### config.mk
export PLATFORM = sky130hd
export DESIGN_NAME = hazard_ctrl
export DESIGN_NICKNAME = d
export VERILOG_FILES = /design/src/rtl/arm_pkg.sv /design/src/rtl/sat_counter.sv /design/src/rtl/hazard_ctrl.sv
export SDC_FILE = /design/constraint.sdc
export NUM_CORES = 1
export LEC_CHECK = 0
export BUFFER_PORTS_ARGS = -buffer_cell sky130_fd_sc_hd__buf_2
export CORE_UTILIZATION = 32
export CTS_CLUSTER_DIAMETER = 100
export DETAILED_ROUTE_END_ITERATION = 16
export RECOVER_POWER = 25
export SLEW_MARGIN = 5
export SYNTH_ARGS = -nofsm -noshare
export SYNTH_HDL_FRONTEND = slang
export SYNTH_SLANG_ARGS = --single-unit
### constraint.sdc
create_clock -name clk -period 2.83 [get_ports clk]
set_clock_uncertainty 0.1 [all_clocks]
set_input_delay 0.1415 -clock clk [delete_from_list [all_inputs] [get_ports clk]]
set_output_delay 0.1415 -clock clk [all_outputs]
set_load 0.005 [all_outputs]
### src/rtl/arm_pkg.sv
// Shared core definitions: register index width and the hazard shadow-slot payload.
package arm_pkg;

  localparam int unsigned REG_ADDR_W = 4;

  typedef struct packed {
    logic                  valid;
    logic                  wb_en;
    logic                  mem_r;
    logic [REG_ADDR_W-1:0] dest;
  } slot_t;

  localparam slot_t BUBBLE = '0;

endpackage

### src/rtl/sat_counter.sv
// Saturating up-counter: increments on inc unless hold is set, sticks at all-ones.
module sat_counter #(
  parameter int unsigned W = 16
) (
  input  logic         clk,
  input  logic         rst,
  input  logic         inc,
  input  logic         hold,
  output logic [W-1:0] count
);

  logic [W-1:0] count_q;
  logic [W-1:0] count_d;

  always_comb begin
    count_d = count_q;
    if (!hold && inc && (count_q != {W{1'b1}})) begin
      count_d = count_q + W'(1);
    end
  end

  always_ff @(posedge clk or posedge rst) begin
    if (rst) begin
      count_q <= '0;
    end else begin
      count_q <= count_d;
    end
  end

  assign count = count_q;

endmodule

### src/rtl/hazard_ctrl.sv
// Pipeline hazard/flush/freeze controller with EXE/MEM shadow slots and perf counters.
// Define HAZARD_FORWARDING_EN when the EX forwarding unit exists (only load-use stalls).
module hazard_ctrl
  import arm_pkg::*;
#(
  parameter int unsigned CNT_W = 16
) (
  input  logic                  clk,
  input  logic                  rst,
  input  logic [REG_ADDR_W-1:0] src1,
  input  logic [REG_ADDR_W-1:0] src2,
  input  logic                  Two_src,
  input  logic                  id_valid,
  input  logic                  id_wb_en,
  input  logic                  id_mem_r_en,
  input  logic [REG_ADDR_W-1:0] id_dest,
  input  logic                  branch_taken,
  input  logic                  mem_ready,
  output logic                  hazard,
  output logic                  flush,
  output logic                  freeze,
  output logic [CNT_W-1:0]      stall_count,
  output logic [CNT_W-1:0]      flush_count
);

  slot_t exe_q, exe_d;
  slot_t mem_q, mem_d;

  logic m1_exe, m2_exe, m1_mem, m2_mem;
  logic dep;

  assign freeze = !mem_ready;
  assign flush  = branch_taken;

  // Source-vs-producer compares; WB needs none since the regfile writes first half-cycle.
  always_comb begin
    m1_exe = exe_q.valid && exe_q.wb_en && (exe_q.dest == src1);
    m2_exe = Two_src && exe_q.valid && exe_q.wb_en && (exe_q.dest == src2);
    m1_mem = mem_q.valid && mem_q.wb_en && (mem_q.dest == src1);
    m2_mem = Two_src && mem_q.valid && mem_q.wb_en && (mem_q.dest == src2);
`ifdef HAZARD_FORWARDING_EN
    dep = exe_q.mem_r && (m1_exe || m2_exe);
`else
    dep = m1_exe || m2_exe || m1_mem || m2_mem;
`endif
    hazard = id_valid && !branch_taken && !freeze && dep;
  end

  // Slot advance: frozen holds everything, otherwise EXE shifts to MEM and ID (or a bubble) enters EXE.
  always_comb begin
    exe_d = exe_q;
    mem_d = mem_q;
    if (!freeze) begin
      mem_d = exe_q;
      if (flush || hazard || !id_valid) begin
        exe_d = BUBBLE;
      end else begin
        exe_d = '{valid: 1'b1, wb_en: id_wb_en, mem_r: id_mem_r_en, dest: id_dest};
      end
    end
  end

  always_ff @(posedge clk or posedge rst) begin
    if (rst) begin
      exe_q <= BUBBLE;
      mem_q <= BUBBLE;
    end else begin
      exe_q <= exe_d;
      mem_q <= mem_d;
    end
  end

  // The load flag is only consumed by the forwarding build; MEM's copy only by bookkeeping.
  logic unused_slot_bits;
  assign unused_slot_bits = ^{exe_q.mem_r, mem_q};

  sat_counter #(.W(CNT_W)) u_stall_cnt (
    .clk   (clk),
    .rst   (rst),
    .inc   (hazard),
    .hold  (freeze),
    .count (stall_count)
  );

  sat_counter #(.W(CNT_W)) u_flush_cnt (
    .clk   (clk),
    .rst   (rst),
    .inc   (flush),
    .hold  (freeze),
    .count (flush_count)
  );

endmodule

After elaboration in Yosys (flattened, before gate mapping) --
Index checks and enable logic that the tools add are counted.
Storage, ports and cells: register bits 44, output and inout port bits 35, input port bits 20, word-level logic and storage cells 42
Operators by class: mux-type cells 1, add/sub/neg operators 2, eq/ne operators 6, reductions and logical operators 25
Operators with widths (number):
- $add A16 B1 Y16 const B | 2
- $ne A16 B16 Y1 const B | 2
- $logic_and A1 B1 Y1 | 17
- $eq A4 B4 Y1 | 4
- $mux W7 | 1
- $logic_or A1 B1 Y1 | 5
- $logic_not A1 Y1 | 3

Depth between registers and ports, before layout --
word-level depth 10, depth in mapped cells 8, depth with buffers taken out 7

Hierarchy --
From an unflattened synthesis, not the netlist that was laid out.
Second synthesis, totals: cell total of the unflattened synthesis 215, area total of the unflattened synthesis 2367.3 µm²
By module, submodules not included:
- sat_counter | cells each 74, instances 2, seq. area each 400.4 µm², area each 822.0 µm²
- hazard_ctrl | cells each 67, instances 1, seq. area each 300.3 µm², area each 723.2 µm²

Worst setup path before layout --
Ideal clock, no wire load.
path kind reg-to-reg, from register u_stall_cnt.count_q[0] (netlist: u_stall_cnt.count[0]), to register u_stall_cnt.count_q[14] (netlist: u_stall_cnt.count[14]), setup slack 0.863 ns, stages on the path, launching flop included 8, path buffers 1, required time 2.651 ns, library setup time 0.079 ns, data arrival time 1.788 ns, clock period less this slack 1.967 ns, cell sequence dfrtp_1 > ha_1 > and3_1 > and2_1 > and3_4 > buf_4 > nor4_1 > xor2_1
On the way: cells in the longest elaborated chain, start to end 2, elaborated cells on any way between the ends 3, classes of those cells 1 x add/sub; 1 x eq/ne; 1 x reduce/logical
RTL lines:
- start, declared | line sat_counter.sv:12 | logic [W-1:0] count_q;
- start signal, assigned | line sat_counter.sv:26 | count_q <= count_d;
- branches (longest 2 deep; another with $add A16 B1 Y16)
Several ways; the timed one is not identified. A chain may end at the register's enable or synchronous reset.

Worst setup path in the final report --
from register mem_q[0] (netlist name), to output port hazard
On the way: cells in the longest elaborated chain, start to end 5, elaborated cells on any way between the ends 7, classes of those cells 2 x eq/ne; 5 x reduce/logical
RTL lines:
- start, declared | line hazard_ctrl.sv:27 | slot_t mem_q, mem_d;
- start signal, assigned | line hazard_ctrl.sv:69 | mem_q <= mem_d;
- $eq A4 B4 Y1 | line hazard_ctrl.sv:39 | m1_mem = mem_q.valid && mem_q.wb_en && (mem_q.dest == src1);
- $logic_and A1 B1 Y1 | line hazard_ctrl.sv:39
- $logic_or A1 B1 Y1 | line hazard_ctrl.sv:44 | dep = m1_exe || m2_exe || m1_mem || m2_mem;
- $logic_or A1 B1 Y1 (*) | line hazard_ctrl.sv:44
- $logic_and A1 B1 Y1 (*) | line hazard_ctrl.sv:46 | hazard = id_valid && !branch_taken && !freeze && dep;
- end, declared | line hazard_ctrl.sv:19 | output logic hazard,
Every way passes the cells marked *; elsewhere a longest branch is shown, timed or not.

==> results.md <==
- Status: completed
- DRC Markers: 0
- Fin. Hold Viols: 0
- Synth Area in XOR/XNOR: 0.174
- Complex-gate fraction of the synthesized area: 0.0406
- CP max FO: 10
- Tmin final: 2.12 ns
- Adder-cell share of the synthesized area: 0.0108
- Commonest non-fill, non-tap cell in the layout: buf_2
- Die X: about 87 um
- Clock-pin slew on the worst setup and hold paths: 0.08 ns
- Count of final setup violators: 0
- Worst Tran Pin Value: 0.850 ns
- Main combinational cell family by area after synthesis: simple AND/OR/NAND/NOR gates
- Yosys reg bits: 44
- Share of cells above drive strength 1: 0.319
- Initial Util: 0.336
- YS warnings: 0
- P&R area growth vs syn: 21.1%
- Max cap viols: 0
- CTS tree: yes
- Setup bufs post-CTS: 0
- Cell Count, Final, Fillers Out: 353
- Most frequent cells in the layout: buf_2, dfrtp_1, xor2_1, nand2_1, xnor2_1
- Wirelength, routed: 4690 um
- Mapped Cells: 196
- Clk root buf: clkbuf_8
- Pre-antenna DRT Iters: 4
- Slew headroom: 0.430
- Post-Syn Area: around 0.0023 mm^2
- # port buffers: 53
- Vias in the first global route: 1586
- Max Root-Sink Buffers: 2
- Max incr delay on CP: 0.49 ns
- Nets: 279
- PwrDens: 473 mW/mm^2
- HPWL after DPL: roughly 3500 um
- # rows: 30
- Crit start category: flip-flop
- Slew Viols, Final: 0
- DR vias/cell: 4.69
- Placed insts: 340
- WP data arrival: 1.88 ns
- Pin count of the biggest net entering global routing: 24
- Seq/Total Area, Yosys: 0.476
- Setup tns final: 0 ns
- Initial antenna violation count: 0
- GRT Util Overall: 0.131
- Post-synth top area share: 0.476
- Upper clock frequency limit: 472 MHz
- Final Wtd Congestion: 0.768
- Worst Setup End Kind: output pin
- First-pass GRT wire length: 7690 um
- Crit share post-route: 0.749
- Synth area leader: dfrtp_1
- Die Ht: around 87 um
- Post-synthesis mux area share: 0.0390
- Syn Nets: 218
- Min-Delay Path Class: in2reg
- H-Tree Depth: 2
- Crit path cell chain: xor2_1 -> nor3_1 -> nand4_1 -> o41ai_2 -> nor3_4 -> nor2_1 -> buf_2
- Routed Antenna Nets: 0
- Initial DRC count: 44
- Number of distinct library cells after synthesis: 33
- RSZ-0062 raised after global routing: no
- Syn avg cell area: 11.8 um^2
- Number of CTS-inserted buffers: 5
- Grt ovf: 0
- Leakage: roughly 0.0014 uW
- IO Pins: 55
- Std-Cell Core Area: around 0.0069 mm^2
- Critical Path Slowest Stage Cell: nor3_4
- Clock Sinks: 44
- Critical Path RT: 2.59 ns
- Worst vdd ir: 208 uV
- Dominant cells by area after synthesis: dfrtp_1, xor2_1, xnor2_1, nand4_1, mux2_2
- # diodes: 0
- Simple-Gate Fraction of Synth Area: 0.231
- Kind of critical path: reg2out
- Clk_lat worst skew: 0.29 ns
- Post-layout util: 0.407
- Via Count: 1654
- Routed wire length per instance: 13.3 um
- Die footprint: 0.00757 mm^2
## cells by family (layout without fill, tap and decap cells)
group                    count (synthesis)  after routing
adder cells (fa/ha/maj)                  2              2
AND/OR/NAND/NOR                         76             76
multiplexers                             8              8
buffers and inverters                   11             72
AO/OA/AOI/OAI                            9              9
flip-flops                              44             44
XOR/XNOR                                46             46
## worst paths after layout
kind                                         endpoint  slack (ns)                  start  depth (start not counted)
worst max-delay path                           hazard        0.71               mem_q[0]                          7
worst min-delay path             u_flush_cnt.count[3]        0.25           branch_taken                          5
worst max register to register   u_stall_cnt.count[1]        0.74   u_stall_cnt.count[0]                          6
worst min register to register  u_stall_cnt.count[14]        0.39  u_stall_cnt.count[14]                          1
max in group asynchronous                    exe_q[0]        1.53                    rst                          4
min in group asynchronous       u_stall_cnt.count[15]        0.37                    rst                          3
## critical path: cells and delay by family (launching register included)
family          cells  cell delay (ns)
compound gates      1             0.09
xor+xnor            1             0.16
buf+inv             1             0.15
flops               1             0.42
simple gates        4             0.77
## layer usage
metal  GRT usage  part of all wire  vias up
li1            -                 -      809
met1       0.173              0.48      805
met2       0.212              0.46       38
met3      0.0332             0.055        2
met4      0.0364            0.0053        0
met5           0                 0        -
## cells in the mapped netlist
library cell	instances
a21o_1	1
a21oi_1	1
a22o_1	5
a31oi_4	1
and2_1	2
and3_1	5
and3_4	1
and4_1	4
buf_2	3
buf_4	3
buf_6	1
dfrtp_1	44
ha_1	2
inv_1	4
mux2_1	2
mux2_2	6
nand2_1	15
nand3_1	4
nand3_2	1
nand4_1	12
nand4_2	1
nor2_1	10
nor3_1	7
nor3_2	2
nor3_4	1
nor4_1	1
nor4_2	2
nor4_4	3
nor4b_2	4
o41ai_2	1
or2_1	1
xnor2_1	13
xor2_1	33
## layout make-up
type | instances | area (um^2)
clock buffer | 6 | 72.6
clock inverter | 1 | 5.00
fill | 676 | 4070
inverter | 4 | 15.0
multi-input combinational | 141 | 1150
sequential | 44 | 1100
tap | 96 | 120
timing repair buffer | 61 | 338
## flip-flops by register name (all words and copies together), names as in the netlist
signal	flops
mem_q	6
exe_q	6
u_stall_cnt.count	16
u_flush_cnt.count	16
## through the flow
stage | setup WS (ns) | total power (uW) | cell area, um^2 | hold slack (ns)
2_1_floorplan | 0.863 | 879 | 2310 | 0.170
3_3_place_gp | 0.748 | 967 | 2660 | 0.146
6_report | 0.710 | 1320 | 2800 | 0.248
4_1_cts | 0.660 | 1350 | 2800 | 0.208
5_1_grt | 0.514 | 1410 | 2800 | 0.275
3_5_place_dp | 0.724 | 973 | 2660 | 0.153
## what timing repair did
action	in CTS	in global routing
hold endpoints to repair	27	0
resized for setup	0	0
setup endpoints to repair	0	0
hold buffers	6	0
## power by group
| part | leakage [uW] | switching (uW) | total, uW | internal (uW) |
|---|---|---|---|---|
| sequential | 0.000589 | 64.7 | 751 | 686 |
| combinational | 0.000789 | 100 | 211 | 111 |
| clock | 0.0000410 | 192 | 360 | 168 |
No activity file was read; power rests on OpenSTA's default activity.
